==> src/rtl/tic_tac_toe_turn_scheduler.sv <==
// tic_tac_toe_turn_scheduler: turn scheduler and handshake front end for the tic-tac-toe game core.
//   Alternates player/computer moves (player first), strobes accepted moves into the core,
//   reads back the core status and keeps round result, move count and scores.
//   Optional feature macro TURN_TIMEOUT_EN: computer forfeits after TIMEOUT_CYCLES silent cycles.
// Ports:
//   clock, reset (async, active-low), start
//   pl_valid/pl_pos/pl_ready, pc_valid/pc_pos/pc_ready   move request handshakes
//   clr_board, play, pc, player_position, computer_position   game core controls
//   illegal_move, win, no_space, who                      game core status
//   move_reject, round_done, result, move_cnt, pl_score, pc_score, timeout_flag
module tic_tac_toe_turn_scheduler #(
    parameter int TIMEOUT_CYCLES = 255,
    parameter int SCORE_W        = 8
) (
    input  logic               clock,
    input  logic               reset,
    input  logic               start,
    input  logic               pl_valid,
    input  logic [3:0]         pl_pos,
    output logic               pl_ready,
    input  logic               pc_valid,
    input  logic [3:0]         pc_pos,
    output logic               pc_ready,
    output logic               clr_board,
    output logic               play,
    output logic               pc,
    output logic [3:0]         player_position,
    output logic [3:0]         computer_position,
    input  logic               illegal_move,
    input  logic               win,
    input  logic               no_space,
    input  logic [1:0]         who,
    output logic               move_reject,
    output logic               round_done,
    output logic [1:0]         result,
    output logic [3:0]         move_cnt,
    output logic [SCORE_W-1:0] pl_score,
    output logic [SCORE_W-1:0] pc_score,
    output logic               timeout_flag
);
    typedef enum logic [3:0] {
        IDLE, CLEAR, WAIT_PL, ISSUE_PL, CHECK_PL, WAIT_PC, ISSUE_PC, CHECK_PC, DONE
    } state_t;

    state_t state;
    logic   timed_out;

    assign pl_ready   = state == WAIT_PL;
    assign pc_ready   = state == WAIT_PC;
    assign clr_board  = state == CLEAR;
    assign play       = state == ISSUE_PL;
    assign pc         = state == ISSUE_PC;
    assign round_done = state == DONE;

`ifdef TURN_TIMEOUT_EN
    localparam logic [15:0] TO_LAST = 16'(TIMEOUT_CYCLES - 1);
    logic [15:0] to_cnt;

    // Counts cycles spent in WAIT_PC; zero on every entry. A refused (out-of-range)
    // request still lets the count advance, so the forfeit lands on the next silent cycle.
    always_ff @(posedge clock or negedge reset) begin
        if (!reset)
            to_cnt <= '0;
        else if (state != WAIT_PC)
            to_cnt <= '0;
        else if (to_cnt != '1)
            to_cnt <= to_cnt + 16'd1;
    end

    // An accept in the limit cycle takes priority over the forfeit.
    assign timed_out = state == WAIT_PC && !pc_valid && to_cnt >= TO_LAST;
`else
    localparam int unused_timeout_cycles = TIMEOUT_CYCLES;
    assign timed_out = 1'b0;
`endif

    always_ff @(posedge clock or negedge reset) begin
        if (!reset) begin
            state             <= IDLE;
            player_position   <= '0;
            computer_position <= '0;
            move_reject       <= 1'b0;
            result            <= '0;
            move_cnt          <= '0;
            pl_score          <= '0;
            pc_score          <= '0;
            timeout_flag      <= 1'b0;
        end else begin
            move_reject <= 1'b0;
            case (state)
                IDLE, DONE: begin
                    // Round bookkeeping is zeroed on the way into CLEAR so it already reads 0 there.
                    if (start) begin
                        state        <= CLEAR;
                        move_cnt     <= '0;
                        result       <= '0;
                        timeout_flag <= 1'b0;
                    end
                end
                CLEAR: state <= WAIT_PL;
                WAIT_PL: begin
                    if (pl_valid) begin
                        if (pl_pos > 4'd8) begin
                            move_reject <= 1'b1;
                        end else begin
                            player_position <= pl_pos;
                            state           <= ISSUE_PL;
                        end
                    end
                end
                WAIT_PC: begin
                    if (pc_valid) begin
                        if (pc_pos > 4'd8) begin
                            move_reject <= 1'b1;
                        end else begin
                            computer_position <= pc_pos;
                            state             <= ISSUE_PC;
                        end
                    end else if (timed_out) begin
                        result       <= 2'b01;
                        timeout_flag <= 1'b1;
                        state        <= DONE;
                        if (pl_score != '1)
                            pl_score <= pl_score + 1'b1;
                    end
                end
                ISSUE_PL: state <= CHECK_PL;
                ISSUE_PC: state <= CHECK_PC;
                CHECK_PL, CHECK_PC: begin
                    if (illegal_move) begin
                        move_reject <= 1'b1;
                        state       <= (state == CHECK_PL) ? WAIT_PL : WAIT_PC;
                    end else begin
                        move_cnt <= move_cnt + 4'd1;
                        if (win) begin
                            result <= who;
                            state  <= DONE;
                            if (who == 2'b01 && pl_score != '1)
                                pl_score <= pl_score + 1'b1;
                            if (who == 2'b10 && pc_score != '1)
                                pc_score <= pc_score + 1'b1;
                        end else if (no_space) begin
                            result <= 2'b11;
                            state  <= DONE;
                        end else begin
                            state <= (state == CHECK_PL) ? WAIT_PC : WAIT_PL;
                        end
                    end
                end
                default: state <= IDLE;
            endcase
        end
    end
endmodule

==> config.mk <==
export PLATFORM = sky130hd
export DESIGN_NAME = tic_tac_toe_turn_scheduler
export DESIGN_NICKNAME = d
export VERILOG_FILES = /design/src/rtl/tic_tac_toe_turn_scheduler.sv
export SDC_FILE = /design/constraint.sdc
export NUM_CORES = 1
export LEC_CHECK = 0
export CELL_PAD_IN_SITES_DETAIL_PLACEMENT = 0
export CELL_PAD_IN_SITES_GLOBAL_PLACEMENT = 2
export CORE_MARGIN = 3
export CORE_UTILIZATION = 31
export CTS_CLUSTER_SIZE = 14
export DETAILED_ROUTE_END_ITERATION = 12
export GPL_TIMING_DRIVEN = 0
export PLACE_DENSITY_LB_ADDON = 0.1
export RECOVER_POWER = 50
export SLEW_MARGIN = 15
export SYNTH_ARGS = -nofsm -noshare
export SYNTH_HDL_FRONTEND = slang
export SYNTH_SLANG_ARGS = --single-unit
==> constraint.sdc <==
create_clock -name clock -period 4.8 [get_ports clock]
set_clock_uncertainty 0.15 [all_clocks]
set_input_delay 0.96 -clock clock [delete_from_list [all_inputs] [get_ports clock]]
set_output_delay 0.96 -clock clock [all_outputs]
set_load 0.1 [all_outputs]
Word-level counts from Yosys, hierarchy flattened

Index checks and enable logic that the tools add are counted.

Output and inout port bits: 38
Bits in registers: 35
Logic and storage cells: 73
Input bits: 18

Equality and inequality tests: 19
Reduce and logical (&&, ||, !) cells: 13
Bitwise logic cells: 3
Magnitude comparators: 2
Muxes and demuxes: 25
Add/subtract/negate cells: 3

Operators with widths:

| operator            | count |
|---|---|
| $mux 4              | 10 |
| $pmux 4 s7          | 1 |
| $add 8x1->8 const B | 2 |
| $eq 4x3->1 const B  | 4 |
| $ne 8x8->1 const B  | 2 |
| $ne 2x2->1 const B  | 6 |
| $reduce_and 4->1    | 3 |
| $reduce_and 3->1    | 3 |
| $eq 4x2->1 const B  | 2 |
| $gt 4x4->1 const B  | 2 |
| $mux 2              | 4 |
| $pmux 4 s2          | 1 |
| $mux 3              | 2 |
| $mux 1              | 5 |
| $reduce_and 5->1    | 1 |
| $add 4x1->4 const B | 1 |
| $eq 4x1->1 const B  | 1 |
| $eq 4x4->1 const B  | 1 |
| $logic_not 4->1     | 1 |
| $pmux 2 s2          | 1 |
| $reduce_or 2->1     | 2 |
| $ne 3x3->1 const B  | 1 |
| $not 1->1           | 3 |
| $pmux 1 s3          | 1 |
| 4 further kinds     | 5 |

Logic depth before layout (Yosys ltp)

Word-level depth: 6
Gate-level depth with buffers: 5
Depth with buffers taken out: 5

Worst setup path before layout

No wires, ideal clock.

Path type: flip-flop to flip-flop
Start: reg state[2]
End: reg player_position[0]
Data arrival time: 3.719 ns
Path slack: 0.805 ns
Stages on the path, launching flop included: 5
Buffers on the path: 1
Setup time: 0.126 ns
Clock period less this slack: 3.995 ns
Data required time: 4.524 ns
Cells stage by stage: dfrtp_1 -> clkbuf_1 -> nor3_1 -> nand3_1 -> mux2_2

Word-level cells in the longest chain between the ends: 2

Ends and longest elaborated chain:

| element                           | line | source |
|---|---|---|
| start, declared                   | 45   | `state_t state;` |
| start signal, assigned            | 132  | `state <= (state == CHECK_PL) ? WAIT_PL : WAIT_PC;` |
| start signal, assigned            | 146  | `state <= (state == CHECK_PL) ? WAIT_PC : WAIT_PL;` |
| $eq 4x2->1                        | --   |  |
| named net pl_ready                | 20   | `output logic pl_ready,` |
| $reduce_and 3->1 (no source line) | --   |  |
| end signal, assigned              | 106  | `player_position <= pl_pos;` |
| end, declared                     | 27   | `output logic [3:0] player_position,` |

The timed path passes the listed nets, and every way through them passes these cells.
A chain may end at the register's enable or synchronous reset.

Final worst setup path

Start: reg state[2]
End: out pl_ready

Word-level cells in the longest chain between the ends: 1

Ends and longest elaborated chain:

| element       | line | source |
|---|---|---|
| $eq 4x2->1    | 48   | `assign pl_ready = state == WAIT_PL;` |
| end, declared | 20   |  |

No other way between the ends.

==> reports/results.md <==
| Stage | Quantity | This run |
| --- | --- | --- |
| cts | Number of gates resized after CTS | 0 |
| floorplanning | Floorplan die width | 81.6 µm |
| placement | IO Port Bufs | 54 |
| drt | Average detailed-routed wire length per instance | 14.6 µm |
| drt | Number of nets with antenna violations after detailed routing | 0 |
| critical path | Kind of start point of the critical path | flop |
| hold path | Hold Crit Class | flop to flop |
| floorplanning | Initial cell density of the core | 33.4% |
| finish | Number of inserted filler cells in the final layout | 526 |
| flow run | Max-cap violations | 0 |
| critical path | Slowest cell on the critical path | clkdlybuf4s50_1 |
| floorplanning | Die Span Y | 81.6 µm |
| synthesis | Synth top area cells | dfrtp_1 49%, mux2_2 7.0%, xnor2_1 4.0%, nand3_1 2.8%, nor3_1 2.5% |
| synthesis | Count of yosys warnings during synthesis | 0 |
| cts | CTS H-Tree Depth | 2 |
| drt | Vias | 1,444 |
| critical path | Category of the most critical setup path | flop to output port |
| synthesis | Synthesized instance count | 159 |
| hold path | Startpoint of the most critical hold path | pc_score[6] |
| finish | Commonest cells after routing, fill and taps aside | 49 x clkdlybuf4s50_1, 35 x dfrtp_1, 11 x nand2_1, 11 x mux2_2, 10 x nand3_1 |
| cts | Clock sink total | 35 |
| cts | Bufs on Longest Clock Path | 2 |
| synthesis | Share of the synthesized area in the top cell type | 49.5% |
| floorplanning | Core Box Area | 5300 µm² |
| timing | Ratio of final minimum period to clock period | 77.4% |
| floorplanning | Total die area | 6650 µm² |
| global routing | Initial antenna violation count | 0 |
| cts | Quantity of hold-fixing buffers added after cts | 0 |
| timing | Number of endpoints with negative hold slack in the final report | 0 |
| synthesis | Area of the mapped netlist | 1770 µm² |
| cts | CTS root buffer | clkbuf_8 |
| critical path | Start of the worst register-to-register path | state[3] |
| cts | Clock latency of the later-clocked register in the worst-skew pair | 0.28 ns |
| timing | Highest attainable clock frequency | 269 MHz |
| cts | TritonCTS clock tree | done |
| synthesis | Top flip-flop cell by instance count after synthesis | dfrtp_1 |
| synthesis | Share of flip-flops with an asynchronous set or reset after synthesis | 100% |
| critical path | Arrival time at the worst endpoint | 2.60 ns |
| cts | Clock transition time at the flip-flop clock pins of the worst setup and hold paths | 0.07 ns |
| drt | First-pass DRT Iterations | 4 |
| placement | Half-perimeter wire length after detailed placement | 3250 µm |
| floorplanning | Standard-cell row count | 26 |
| global routing | Maximum number of pins on one net before global-route repair | 26 |
| placement | Global placer's final weighted congestion | 0.736 |
| finish | Share of post-route cells with drive strength above 1 | 12.6% |
| floorplanning | Boundary Pins | 56 |
| timing | Sum Neg Setup Slack | 0 ns |
| synthesis | Share of the yosys chip area belonging to registers | 49.5% |
| timing | Worst Tran Pin Value | 1.36 ns |
| synthesis | Post-Synthesis Mean Instance Area | 11.1 µm² |
| global routing | Vias in the first global route | 1,491 |
| global routing | First-pass GRT wire length | 7180 µm |
| run status | Outcome | complete, no violations |
| finish | Post-synthesis to final-layout area growth | 40.4% |
| timing | Fin. max-slew vios | 0 |
| critical path | Max incr delay on CP | 1.23 ns |
| drt | Final routed wirelength across all metal layers | 4260 µm |
| global routing | GRT Util Overall | 14.1% |
| global routing | Remaining global-route overflow | 0 |
| critical path | Crit path launch | state[2] |
| timing | Worst slew margin relative to its limit | 9.57% |
| synthesis | Synthesis-stage register bit count | 35 |
| cts | # Post-CTS Setup Buffers | 0 |
| drt | Iteration-0 DRC count of the detailed router | 72 |
| synthesis | Top cell type by total area after synthesis | dfrtp_1 |
| synthesis | Number of synthesized flops with an enable pin | 0 |
| drt | Remaining routing DRC violations | 0 |
| finish | Nets@finish | 242 |
| finish | Number of antenna repair diodes | 0 |
| critical path | Setup crit end kind | output port |
| timing | Setup repair after global routing missed its margin | false |
| timing | Final worst path period need | 3.71 ns |
| critical path | Data required time at the worst endpoint | 3.69 ns |
| critical path | Cell breakdown of the critical path | clkbuf_1 -> nor3_1 -> clkdlybuf4s50_1 |
| timing | Setup-violating endpoint count in the final report | 0 |
| cts | CTS buffer count | 5 |
| synthesis | Distinct cell type count after synthesis | 47 |
| finish | Most common cell after layout, fill and taps aside | clkdlybuf4s50_1 |
| drt | Routed vias/inst | 4.95 |
| synthesis | Synthesized Nets | 180 |
| critical path | CP max FO | 10 |
## cells by family after synthesis
family | share of synthesized area (%)
mux | 9.54
simple gates | 20.3
other cells | 0.212
compound gates | 9.54
buf+inv | 2.40
flops | 49.5
fa+ha+maj | 2.12
xor+xnor | 6.43
## through the flow
stage | utilization, % | cells | area (µm²) | setup WS [ns] | hold slack (ns)
2_1_floorplan | - | 159 | 1770 | 0.805 | 0.374
3_3_place_gp | 45.2 | 283 | 2400 | 1.32 | 0.331
3_5_place_dp | 45.5 | 284 | 2410 | 1.26 | 0.343
4_1_cts | 47.4 | 292 | 2510 | 1.07 | 0.356
5_1_grt | 46.9 | 292 | 2480 | 0.911 | 0.381
6_report | 46.9 | 292 | 2480 | 1.09 | 0.351
## layout make-up
class                           instances  area (µm²)  area share (%)
Tap cell                               70        87.6            3.52
Sequential cell                        35         876            35.2
Clock buffer                            8         100            4.03
Multi-Input combinational cell        116         848            34.1
Timing Repair Buffer                   55         538            21.7
Buffer                                  6        27.5            1.11
Inverter                                2        7.51           0.302
## final timing paths
kind	to	slack, ns	depth (start not counted)
max	pl_ready	1.09	3
min	pc_score[6]	0.35	1
max reg2reg	pc_score[1]	2.41	4
min reg2reg	pc_score[6]	0.35	1
max in group asynchronous	pc_score[7]	2.34	2
min in group asynchronous	pl_score[6]	0.51	1
## cells in the mapped netlist, types with 2 or more instances
| library cell | n |
|---|---|
| ha_1 | 3 |
| nand4_1 | 3 |
| inv_1 | 2 |
| xnor2_1 | 8 |
| o2bb2ai_1 | 2 |
| mux2_2 | 11 |
| dfrtp_1 | 35 |
| o31ai_1 | 2 |
| clkbuf_1 | 3 |
| mux2i_1 | 3 |
| a22o_1 | 2 |
| a21oi_1 | 5 |
| nand3_1 | 10 |
| nand2_1 | 11 |
| a211oi_1 | 2 |
| nor2b_1 | 2 |
| xor2_1 | 5 |
| o21ai_0 | 2 |
| nor2_1 | 4 |
| nor3_1 | 9 |
| nor4_1 | 4 |
| and3_1 | 4 |
| nand2b_1 | 3 |
## flip-flops by register name, indices dropped and copies added (netlist names)
register	count
state	4
pc_score	8
move_cnt	4
player_position	4
result	2
move_reject	1
computer_position	4
pl_score	8
## per-layer routing
layer | GRT usage (%) | routed length, µm | vias up
met4 | 4.15 | 29 | 0
met1 | 17.6 | 1900 | 684
met2 | 22.4 | 2010 | 48
li1 | - | - | 706
met5 | 0 | 0 | -
met3 | 5.81 | 317 | 6
## worst max-delay path, delay by kind of cell (launching register included)
family	cells	cell delay, ns
buf+inv	2	1.45
flops	1	0.41
simple gates	1	0.46
Power is left out: the tool's default activity adds up to more than one toggle a clock period on the data nets, which glitch-free logic cannot reach.
